`src/rtl/div_controller.sv`:
```
// Sequencing controller for the iterative 32-bit RISC-V divider in EXE.
// Stalls the front of the pipeline while dividing and holds a registered result until EXE advances.
module div_controller #(
    parameter int WIDTH = 32,
    parameter int CNT_W = 5
) (
    input  logic             clk,
    input  logic             nrst,
    input  logic             exe_div,
    input  logic [1:0]       exe_op,
    input  logic [WIDTH-1:0] exe_a,
    input  logic [WIDTH-1:0] exe_b,
    input  logic             exe_adv,
    input  logic             flush,
    output logic             div_stall,
    output logic             div_done,
    output logic [WIDTH-1:0] div_result
);

    localparam logic [1:0] IDLE = 2'd0;
    localparam logic [1:0] CALC = 2'd1;
    localparam logic [1:0] SIGN = 2'd2;
    localparam logic [1:0] DONE = 2'd3;

    localparam logic [1:0] OP_DIV = 2'b00;
    localparam logic [1:0] OP_REM = 2'b10;

    logic [1:0]       state;
    logic [CNT_W-1:0] cnt;
    logic [1:0]       op;
    logic             q_neg;
    logic             r_neg;
    logic [WIDTH-1:0] quo;
    logic [WIDTH-1:0] rem;
    logic [WIDTH-1:0] divisor;

    logic             is_signed;
    logic [WIDTH-1:0] a_abs;
    logic [WIDTH-1:0] b_abs;
    logic             b_zero;
    logic             overflow;
    logic [WIDTH:0]   partial;
    logic [WIDTH:0]   diff;
    logic [WIDTH-1:0] q_sel;
    logic [WIDTH-1:0] r_sel;

    always_comb begin
        is_signed = !exe_op[0];
        a_abs     = (is_signed && exe_a[WIDTH-1]) ? -exe_a : exe_a;
        b_abs     = (is_signed && exe_b[WIDTH-1]) ? -exe_b : exe_b;
        b_zero    = (exe_b == '0);
        overflow  = is_signed && (exe_a == {1'b1, {(WIDTH-1){1'b0}}}) && (exe_b == '1);
        // Partial remainder stays below 2*divisor, so 33 bits cannot overflow
        partial   = {rem, quo[WIDTH-1]};
        diff      = partial - {1'b0, divisor};
        q_sel     = (op == OP_DIV && q_neg) ? -quo : quo;
        r_sel     = (op == OP_REM && r_neg) ? -rem : rem;
    end

    always_comb begin
        div_stall = !flush && (((state == IDLE) && exe_div) || (state == CALC) || (state == SIGN));
        div_done  = (state == DONE);
    end

    always_ff @(posedge clk or negedge nrst) begin
        if (!nrst) begin
            state      <= IDLE;
            cnt        <= '0;
            op         <= '0;
            q_neg      <= 1'b0;
            r_neg      <= 1'b0;
            quo        <= '0;
            rem        <= '0;
            divisor    <= '0;
            div_result <= '0;
        end else if (flush) begin
            state <= IDLE;
        end else begin
            case (state)
                IDLE: begin
                    if (exe_div) begin
                        op    <= exe_op;
                        q_neg <= is_signed && (exe_a[WIDTH-1] ^ exe_b[WIDTH-1]);
                        r_neg <= is_signed && exe_a[WIDTH-1];
                        if (b_zero) begin
                            div_result <= exe_op[1] ? exe_a : '1;
                            state      <= DONE;
                        end else if (overflow) begin
                            div_result <= exe_op[1] ? '0 : {1'b1, {(WIDTH-1){1'b0}}};
                            state      <= DONE;
                        end else begin
                            quo     <= a_abs;
                            rem     <= '0;
                            divisor <= b_abs;
                            cnt     <= CNT_W'(WIDTH - 1);
                            state   <= CALC;
                        end
                    end
                end
                CALC: begin
                    rem <= diff[WIDTH] ? partial[WIDTH-1:0] : diff[WIDTH-1:0];
                    quo <= {quo[WIDTH-2:0], !diff[WIDTH]};
                    if (cnt == '0) begin
                        state <= SIGN;
                    end else begin
                        cnt <= cnt - 1'b1;
                    end
                end
                SIGN: begin
                    div_result <= op[1] ? r_sel : q_sel;
                    state      <= DONE;
                end
                default: begin
                    if (exe_adv) begin
                        state <= IDLE;
                    end
                end
            endcase
        end
    end

endmodule

```
`config.mk`:
```
export PLATFORM = sky130hd
export DESIGN_NAME = div_controller
export DESIGN_NICKNAME = d
export VERILOG_FILES = /design/src/rtl/div_controller.sv
export SDC_FILE = /design/constraint.sdc
export NUM_CORES = 1
export LEC_CHECK = 0
export ABC_AREA = 1
export CAP_MARGIN = 0
export CORE_ASPECT_RATIO = 0.5
export CORE_MARGIN = 2
export CORE_UTILIZATION = 35
export DETAILED_ROUTE_END_ITERATION = 12
export SYNTH_ARGS = -nofsm -noshare
export SYNTH_HDL_FRONTEND = slang
export SYNTH_SLANG_ARGS = --single-unit
```
`constraint.sdc`:
```
create_clock -name clk -period 3.3 [get_ports clk]
set_input_delay 0.825 -clock clk [delete_from_list [all_inputs] [get_ports clk]]
set_output_delay 0.825 -clock clk [all_outputs]
set_load 0.02 [all_outputs]
```
# [Word-level counts from Yosys, hierarchy flattened]
# Index checks and enable logic that the tools add are counted.
[classes] n_addsub=6 n_reduce_logical=27 n_eq_ne=13 n_bitwise=4 mux=32
[op_table] cell="32-bit two-way mux" count=17
[op_table] cell="32-bit case mux with 2 select lines" count=3
[op_table] cell="32-bit negation" count=4
[op_table] cell="32-bit equality test, second input constant" count=2
[op_table] cell="33-bit by 32-bit subtractor with 33-bit output" count=1
[op_table] cell="32-bit zero test" count=1
[op_table] cell="5-bit two-way mux" count=4
[op_table] cell="2-bit two-way mux" count=6
[op_table] cell="5-bit case mux with 2 select lines" count=1
[op_table] cell="5-bit AND reduction" count=2
[op_table] cell="1-bit logical AND" count=9
[op_table] cell="2-bit != test, second input constant" count=4
[op_table] cell="2-bit equality test, second input constant" count=3
[op_table] cell="3-bit != test, second input constant" count=2
[op_table] cell="2-bit case mux with 3 select lines" count=1
[op_table] cell="3-bit AND reduction" count=2
[op_table] cell="6-bit AND reduction" count=1
[op_table] cell="5-bit zero test" count=1
[op_table] cell="5-bit nonzero test" count=1
[op_table] cell="5-bit by 1-bit subtractor with 5-bit output, second input constant" count=1
[op_table] cell="2-bit zero test" count=2
[op_table] cell="4-bit AND reduction" count=1
[op_table] cell="2-bit nonzero test" count=2
[op_table] cell="1-bit zero test" count=3
[op_table] cell="other kinds (5)" count=8
[word_totals] out_inout_bits=34 inputBits=71 reg_bits=139

# [Depth between registers and ports, before layout]
# Gate-level depths: netlist (run 1).
[logic_depth] ltp_word=8 ltp_mapped=18 ltp_nobuf=18

# [Worst setup path before layout (run 1)]
# No wires, ideal clock.
[synth_path] path_kind="input -> output" start="input flush" end="output div_stall" path_slack_ns=0.973 arrival_ns=1.502 cell_stages=3 cell_sequence="nor3_2 > inv_1 > nand2_1"
[synth_via] elab_chain_len=2
[synth_rtl] item="start: declaration" line_no="14" text="input logic flush,"
[synth_rtl] item="1-bit zero test" line_no="61" text="div_stall = !flush && (((state == IDLE) && exe_div) || (state == CALC) || (state == SIGN));"
[synth_rtl] item="1-bit logical AND" line_no="61"
[synth_rtl] item="end: declaration" line_no="15" text="output logic div_stall,"
# Every way passes these cells.

# [Worst setup path in the final report (run 1)]
# Same ends and word-level chain as after synthesis.

==> results_dict.tcl, run 1 <==
set metrics [dict create \
    ctsRootBufferMaster "clkbuf_16" \
    drtAntennaViolNets 0 \
    outcome "finished, final reports clean" \
    r2r-end "rem[10]$_DFFE_PN0P_" \
    die_w_um 282 \
    worst_pin_slew_ns 0.783 \
    grt_pass1_vias 13727 \
    routedWlPerCell_um 16.6 \
    final_common_cell "nand2_1" \
    path_cells "clkdlybuf4s50_1 > nor3_2 > inv_1 > nand2_1 > clkdlybuf4s50_1" \
    grt_pass1_wl_mm 77.2 \
    worstPathRequired_ns 2.47 \
    synth-main-ff-cell "dfrtp_1" \
    path_max_fanout 5 \
    fmax_mhz 319 \
    drt-initial-drc-count 1437 \
    multiInputGateArea_um2 8570 \
    min_period_over_period_pct 95.1 \
    rrSetupSlack_ns 0.33 \
    hpwl_mm 39.6 \
    hold_viol_final 0 \
    firstDrtPassIters 6 \
    cts_tree "yes" \
    comb_power_share_pct 57.4 \
    synth.yosys.seq_area_share_pct 25.7 \
    gp_congestion 0.964 \
    cpPeakStageDelay_ns 0.59 \
    synth-async-reset-ratio_pct 100 \
    wl_met2_mm 21.3 \
    synth_cell_types 47 \
    start_util_pct 35.8 \
    yosysWarnings 0 \
    crit-reg2reg-launch "quo[31]$_DFFE_PN0P_" \
    synth_seq_cells 139 \
    wirelength_mm 49.0 \
    area_growth_pct 18.0 \
    p_int_mw 5.60 \
    reg2reg_depth 18 \
    drc 0 \
    cts_buffers 17 \
    post_cts_buffers 0 \
    min_period_ns 3.14 \
    setup_tns_ns 0 \
    grt_usage_pct 24.8 \
    drive_gt1_share_pct 6.45 \
    antenna-diode-count 0 \
    fp.coreArea_um2 37700 \
    wl_met3_mm 3.18 \
    powerDensity_nw_per_um2 703 \
    die_y_um 143 \
    drv_cap 0 \
    top_layer "met4" \
    startpoint "flush" \
    ctsResizeCount 0 \
    sw_frac_of_total_pct 50.1 \
    synth_edf_count 0 \
    avgSynthCellArea_um2 5.86 \
    htreeDepth 4 \
    finalSetupViolCount 0 \
    fillers 4124 \
    final_cell_mix "884 x nand2_1, 278 x inv_1, 238 x nand3_1" \
    pin_count 105 \
    cpMostUsedCell "clkdlybuf4s50_1" \
    irDropWorstVdd_mv 0.402 \
    synth_area_um2 13500 \
    clkSlewWorstSetupHoldPaths_ns 0.07 \
    num_rows 50 \
    clock_path_buffers 2 \
    clk_latency_ns 0.44 \
    num_vias 14882 \
    maxSlewViolCount 0 \
    worstHoldPathType "input port to asynchronous set/reset pin" \
    grt_max_degree 68 \
    crit_slowest_cell "clkdlybuf4s50_1" \
    fin_nets 2539 \
    p_seq_share_pct 25.2 \
    fin_skew_ns 0.0107 \
    met1_length_mm 23.8 \
    regArea_um2 3480 \
    clock-sinks 139 \
    syn-num-nets 2422 \
    startpoint_type "input port" \
    clockPowerShare_pct 17.4 \
    vias_per_cell 5.04 \
    dp.cells 2925 \
    power.static_leakage_nw 8.38 \
    max-slew-margin-rel_pct 47.8 \
    synthCells 2307 \
    antenna_found_initial 0 \
    switchingPower_mw 5.62 \
    cts_hold_buf 0 \
    final_cells 2955 \
    critPathKind "input port to output pin" \
    critPathArrivalTime_ns 2.31 \
    rsz0062_at_grt "no" \
    grt_overflow 0 \
    end_kind "output pin" \
    port_buffers 104 \
    fp.dieArea_um2 40300 \
]
cell type report:
class	count	share of cell area [%]
clock buffers	18	2.69
well taps	520	4.08
repair buffers	167	10.0
inverters	284	6.70
multi-input cells	1815	53.7
clock inverters	12	0.941
flip-flops and latches	139	21.8
synth_stat cells (7+ instances only):
cell	count	area share, %
o21ai_2	15	0.97
nor2_2	12	0.56
o21ai_1	30	1.1
clkbuf_1	31	0.86
inv_1	278	7.7
nand4_1	30	1.4
dfrtp_1	139	26
ha_1	43	4.0
buf_2	15	0.56
nand2_2	19	0.88
xor2_1	37	2.4
nand2_1	884	25
nor2_1	223	6.2
o21ai_0	125	4.6
nand3b_1	11	0.61
o211ai_1	9	0.50
nand3_1	238	8.8
xnor2_1	26	1.7
buf_6	7	0.58
nor3_1	28	1.0
a21oi_1	47	1.7
buf_4	12	0.67
metrics by stage:
step / worst slack [ns] / hold WS, ns / instance area (um2) / util, % / total power [mW]
floorplan: 0.973 / 0.449 / 13500 / - / 7.08
global placement: 0.0957 / 0.466 / 15400 / 40.7 / 9.15
detailed placement: 0.0482 / 0.469 / 15400 / 40.7 / 9.17
CTS: 0.120 / 0.426 / 15900 / 42.3 / 11.2
global route: 0.0664 / 0.435 / 16000 / 42.3 / 12.1
finish: 0.162 / 0.391 / 16000 / 42.3 / 11.2
flip-flops by register name, indices dropped and copies added (netlist names):
register / count
cnt: 5
div_result: 32
divisor: 32
op: 2
q_neg: 1
quo: 32
r_neg: 1
rem: 32
state: 2
worst max-delay path: cells and delay by family:
kind	cells	cell delay, ns
buf+inv	3	1.18
simple gates	2	0.30
worst max-delay path by stage:
| stage | slack (ns) | cells past startpoint | to |
|---|---|---|---|
| 6_report | 0.16 | 5 | div_stall |
| 5_1_grt | 0.07 | 5 | div_stall |
| 4_1_cts | 0.12 | 7 | div_stall |
| 3_5_place_dp | 0.05 | 12 | rem[2]$_DFFE_PN0P_ |
| 3_3_place_gp | 0.1 | 12 | rem[31]$_DFFE_PN0P_ |
| 2_1_floorplan | 0.97 | 3 | div_stall |
cell families after synthesis:
group | count (synthesis) | share of synthesized area (%)
and+or+nand+nor | 1469 | 45.5
buffers and inverters | 353 | 10.9
AOI/OAI and AO/OA | 239 | 9.65
DFF | 139 | 25.7
xor gates and xnor gates | 63 | 4.08
adders and majority gates | 44 | 4.13
routing by layer:
metal | global-route usage, % | vias up
met1 | 36.6 | 6865
met5 | 0 | -
li1 | - | 7536
met2 | 38.7 | 440
met4 | 5.18 | 0
met3 | 3.16 | 41
power groups by stage:
stage / clock network (mW) / logic, mW / registers (mW)
finish: 1.95 / 6.44 / 2.83
global route: 2.04 / 7.17 / 2.91
CTS: 1.97 / 6.36 / 2.82
detailed placement: 0 / 6.32 / 2.84
global placement: 0 / 6.32 / 2.84
floorplan: 0 / 4.26 / 2.82
Note: power is estimated with default switching activity, not from simulation.
==> run 2, diff against run 1 <==
- CORE_UTILIZATION: 35 -> 30
- PLACE_DENSITY: default -> 0.52
==> results_dict.tcl, run 2 (synthesis results as in run 1) <==
set metrics [dict create \
    grt_pass1_vias 13871 \
    routedWlPerCell_um 16.6 \
    die_y_um 154 \
    fp.dieArea_um2 46900 \
    clkSlewWorstSetupHoldPaths_ns 0.07 \
    die_w_um 304 \
    drv_cap 0 \
    multiInputGateArea_um2 8570 \
    end_kind "flip-flop" \
    final_cell_mix "884 x nand2_1, 278 x inv_1, 238 x nand3_1" \
    stdcell_area_um2 16100 \
    rsz0062_at_grt "no" \
    final_common_cell "nand2_1" \
    ctsRootBufferMaster "clkbuf_16" \
    path_max_fanout 32 \
    area_growth_pct 18.8 \
    max-slew-margin-rel_pct 46.8 \
    drtAntennaViolNets 0 \
    hold_viol_final 0 \
    worst_pin_slew_ns 0.796 \
    irDropWorstVdd_mv 0.348 \
    grt_overflow 0 \
    maxSlewViolCount 0 \
    worstPathRequired_ns 3.68 \
    gp_congestion 0.935 \
    drc 0 \
    powerDensity_nw_per_um2 702 \
    port_buffers 104 \
    fp.coreArea_um2 44000 \
    fin_nets 2544 \
    hpwl_mm 41.5 \
    setup_tns_ns 0 \
    critPathKind "input port to flip-flop" \
    worstHoldPathType "input port to asynchronous set/reset pin" \
    clock-sinks 139 \
    fin_skew_ns 0.0103 \
    start_util_pct 30.7 \
    cts_tree "yes" \
    grt_max_degree 53 \
    power.static_leakage_nw 8.42 \
    critPathArrivalTime_ns 3.21 \
    wirelength_mm 50.4 \
    power_mw 11.3 \
    grt_usage_pct 21.9 \
    antenna-diode-count 0 \
    post_cts_buffers 0 \
    htreeDepth 4 \
    drt-initial-drc-count 1533 \
    antenna_found_initial 0 \
    drive_gt1_share_pct 6.76 \
    finalSetupViolCount 0 \
    pin_count 105 \
    grt_pass1_wl_mm 79.5 \
    min_period_ns 2.84 \
    whs_ns 0.296 \
    vias_per_cell 4.87 \
    min_period_over_period_pct 86.0 \
    placed_cell_area_um2 15500 \
    cts_buffers 17 \
    num_rows 54 \
    postLayoutCoreUtil_pct 36.5 \
    outcome "finished, final reports clean" \
    regArea_um2 3480 \
    fillers 4870 \
    firstDrtPassIters 6 \
    startpoint_type "input port" \
    fmax_mhz 353 \
    num_vias 14747 \
    clock_path_buffers 2 \
    rrSetupSlack_ns 0.48 \
    clk_latency_ns 0.45 \
]
==> run 2: final timing paths <==
| path | startpoint | to | cells after the start |
|---|---|---|---|
| worst max-delay path | exe_b[1] | rem[18]$_DFFE_PN0P_ | 12 |
| worst min-delay path | nrst | cnt[4]$_DFFE_PN0P_ | 1 |
| worst max register to register | quo[31]$_DFFE_PN0P_ | rem[9]$_DFFE_PN0P_ | 18 |
| worst min register to register | div_result[23]$_DFFE_PN0P_ | div_result[23]$_DFFE_PN0P_ | 2 |
| max in group asynchronous | nrst | divisor[2]$_DFFE_PN0P_ | 2 |
| min in group clk | div_result[23]$_DFFE_PN0P_ | div_result[23]$_DFFE_PN0P_ | 2 |
==> run 2: area by class of cell <==
| type | count | share of cell area [%] |
|---|---|---|
| Clock buffer | 19 | 2.82 |
| Clock inverter | 13 | 0.881 |
| Inverter | 284 | 6.66 |
| Multi-Input combinational cell | 1815 | 53.4 |
| Sequential cell | 139 | 21.7 |
| Tap cell | 588 | 4.58 |
| Timing Repair Buffer | 172 | 10.0 |
==> run 2: stage by stage <==
stage,instances,setup WS (ns)
3_3_place_gp,2998,0.0705
5_1_grt,3030,0.198
3_5_place_dp,2998,0.0135
2_1_floorplan,2307,0.973
6_report,3030,0.463
4_1_cts,3030,0.0210
==> run 2: report_power, final <==
group | switching [mW] | leakage (nW) | total [mW] | internal [mW]
logic | 4.37 | 6.31 | 6.50 | 2.13
clock network | 0.811 | 0.286 | 1.97 | 1.15
registers | 0.516 | 1.82 | 2.81 | 2.29
==> run 2: timing repair <==
item                       4_1_cts  5_1_grt
resized for setup                0        2
hold buffers                     0        0
setup endpoints to repair        0        1
==> run 2: per-layer routing <==
| metal | GRT usage, % | part of all wire, % | wire length [um] | vias to the layer above |
|---|---|---|---|---|
| li1 | - | - | - | 7564 |
| met5 | 0 | 0 | 0 | - |
| met2 | 34.1 | 43 | 21700 | 349 |
| met3 | 3.42 | 5.6 | 2810 | 66 |
| met1 | 30.9 | 48 | 24400 | 6768 |
| met4 | 7.42 | 2.8 | 1420 | 0 |
==> run 2: worst max-delay path: stages <==
cell and delay, ns:
clkdlybuf4s50_1 0.48, inv_1 0.08, ha_1 0.21, nand2_2 0.11, nor2_1 0.07, nand2_1 0.15, nor2_4 0.07, a21oi_2 0.16
nand4_4 0.15, nor2_4 0.63, nand3_1 0.16, nand2_1 0.10
==> run 3, diff against run 2 <==
==> constraint.sdc (replaced) <==
create_clock -name clk -period 3.3 [get_ports clk]
set_input_delay 0.825 -clock clk [delete_from_list [all_inputs] [get_ports clk]]
set_output_delay 0.825 -clock clk [all_outputs]
set_load 0.01 [all_outputs]
==> results_dict.tcl, run 3 (synthesis results as in run 1) <==
set metrics [dict create \
    area_growth_pct 19.6 \
    rrSetupSlack_ns 0.36 \
    wirelength_mm 51.3 \
    startpoint_type "input port" \
    htreeDepth 4 \
    critPathKind "input port to output pin" \
    postLayoutCoreUtil_pct 36.8 \
    cpPeakStageDelay_ns 0.52 \
    min_period_ns 3.14 \
    clock-sinks 139 \
    port_buffers 104 \
    drive_gt1_share_pct 6.98 \
    grt_usage_pct 21.9 \
    ctsResizeCount 0 \
    placed_cell_area_um2 15500 \
    crit_family "buffers and inverters" \
    clock_path_buffers 2 \
    die_y_um 154 \
    num_rows 54 \
    drv_cap 0 \
    clkSlewWorstSetupHoldPaths_ns 0.07 \
    firstDrtPassIters 5 \
    stdcell_area_um2 16200 \
    routedWlPerCell_um 16.9 \
    worstPathRequired_ns 2.47 \
    gp_congestion 0.928 \
    cts_buffers 17 \
    antenna_found_initial 0 \
    drt-initial-drc-count 1320 \
    start_util_pct 30.7 \
    setup_tns_ns 0 \
    end_kind "output pin" \
    fin_nets 2554 \
    critPathArrivalTime_ns 2.31 \
    final_cell_mix "884 x nand2_1, 278 x inv_1, 238 x nand3_1" \
    powerDensity_nw_per_um2 699 \
    r2r-end "rem[3]$_DFFE_PN0P_" \
    final_common_cell "nand2_1" \
    vias_per_cell 4.84 \
    drc 0 \
    hold_viol_final 0 \
    reg2reg_depth 18 \
    irDropWorstVdd_mv 0.282 \
    grt_overflow 0 \
    path_buf_inv 3 \
    crit_slowest_cell "clkdlybuf4s50_1" \
    die_w_um 304 \
    fp.coreArea_um2 44000 \
    power.static_leakage_nw 8.47 \
    final_cells 3039 \
    rsz0062_at_grt "no" \
    finalSetupViolCount 0 \
    post_cts_buffers 0 \
    fp.dieArea_um2 46900 \
    outcome "finished, final reports clean" \
    grt_pass1_wl_mm 79.5 \
    cpMostUsedCell "clkdlybuf4s50_1" \
    grt_max_degree 67 \
    path_cells "clkdlybuf4s50_1 > nor3_2 > inv_1 > nand2_1 > clkdlybuf4s50_1" \
    min_period_over_period_pct 95.1 \
    worstHoldPathType "input port to asynchronous set/reset pin" \
    drtAntennaViolNets 0 \
    ctsRootBufferMaster "clkbuf_16" \
    dp.cells 3008 \
    setup_ws_ns 0.161 \
    cts_tree "yes" \
    clk_latency_ns 0.44 \
    num_vias 14694 \
    pin_count 105 \
    worst_pin_slew_ns 0.769 \
    crit-reg2reg-launch "quo[31]$_DFFE_PN0P_" \
    fin_skew_ns 0.0114 \
    place_ws_ns 0.0549 \
    hpwl_mm 41.8 \
    cts_hold_buf 0 \
    antenna-diode-count 0 \
    maxSlewViolCount 0 \
    max-slew-margin-rel_pct 48.6 \
    fmax_mhz 319 \
    path_max_fanout 5 \
    grt_pass1_vias 13637 \
]
==> run 3: metrics by stage <==
| stage | power (mW) | hold WS (ns) |
|---|---|---|
| floorplan | 6.98 | 0.449 |
| global placement | 9.16 | 0.467 |
| detailed placement | 9.15 | 0.465 |
| CTS | 11.3 | 0.413 |
| global route | 12.2 | 0.408 |
| finish | 11.3 | 0.358 |
==> run 3: cell type report <==
cell class	instances	area (um2)
Clock buffer	21	460
Clock inverter	10	166
Fill cell	4903	27800
Inverter	284	1070
Multi-Input combinational cell	1815	8570
Sequential cell	139	3480
Tap cell	588	736
Timing Repair Buffer	182	1690
==> run 3: metal layers <==
| metal | track usage, % | part of all wire [%] |
|---|---|---|
| met2 | 33.8 | 43 |
| met4 | 5.66 | 2.1 |
| met5 | 0 | 0 |
| met1 | 31.7 | 50 |
| met3 | 3.23 | 5.0 |
==> run 3: report_power, final <==
group	internal, mW	switching, mW
clock	1.30	0.784
sequential	2.29	0.525
combinational	2.13	4.27
==> run 3: worst max-delay path by stage <==
stage	from	to	slack, ns	cells after the start
after detailed placement	exe_b[1]	quo[30]$_DFFE_PN0P_	0.05	11
after global routing	flush	div_stall	0.05	5
after floorplan	exe_b[0]	divisor[23]$_DFFE_PN0P_	1.01	14
after CTS	flush	div_stall	0.16	5
after global placement	exe_b[0]	rem[30]$_DFFE_PN0P_	0.06	11
final	flush	div_stall	0.16	5
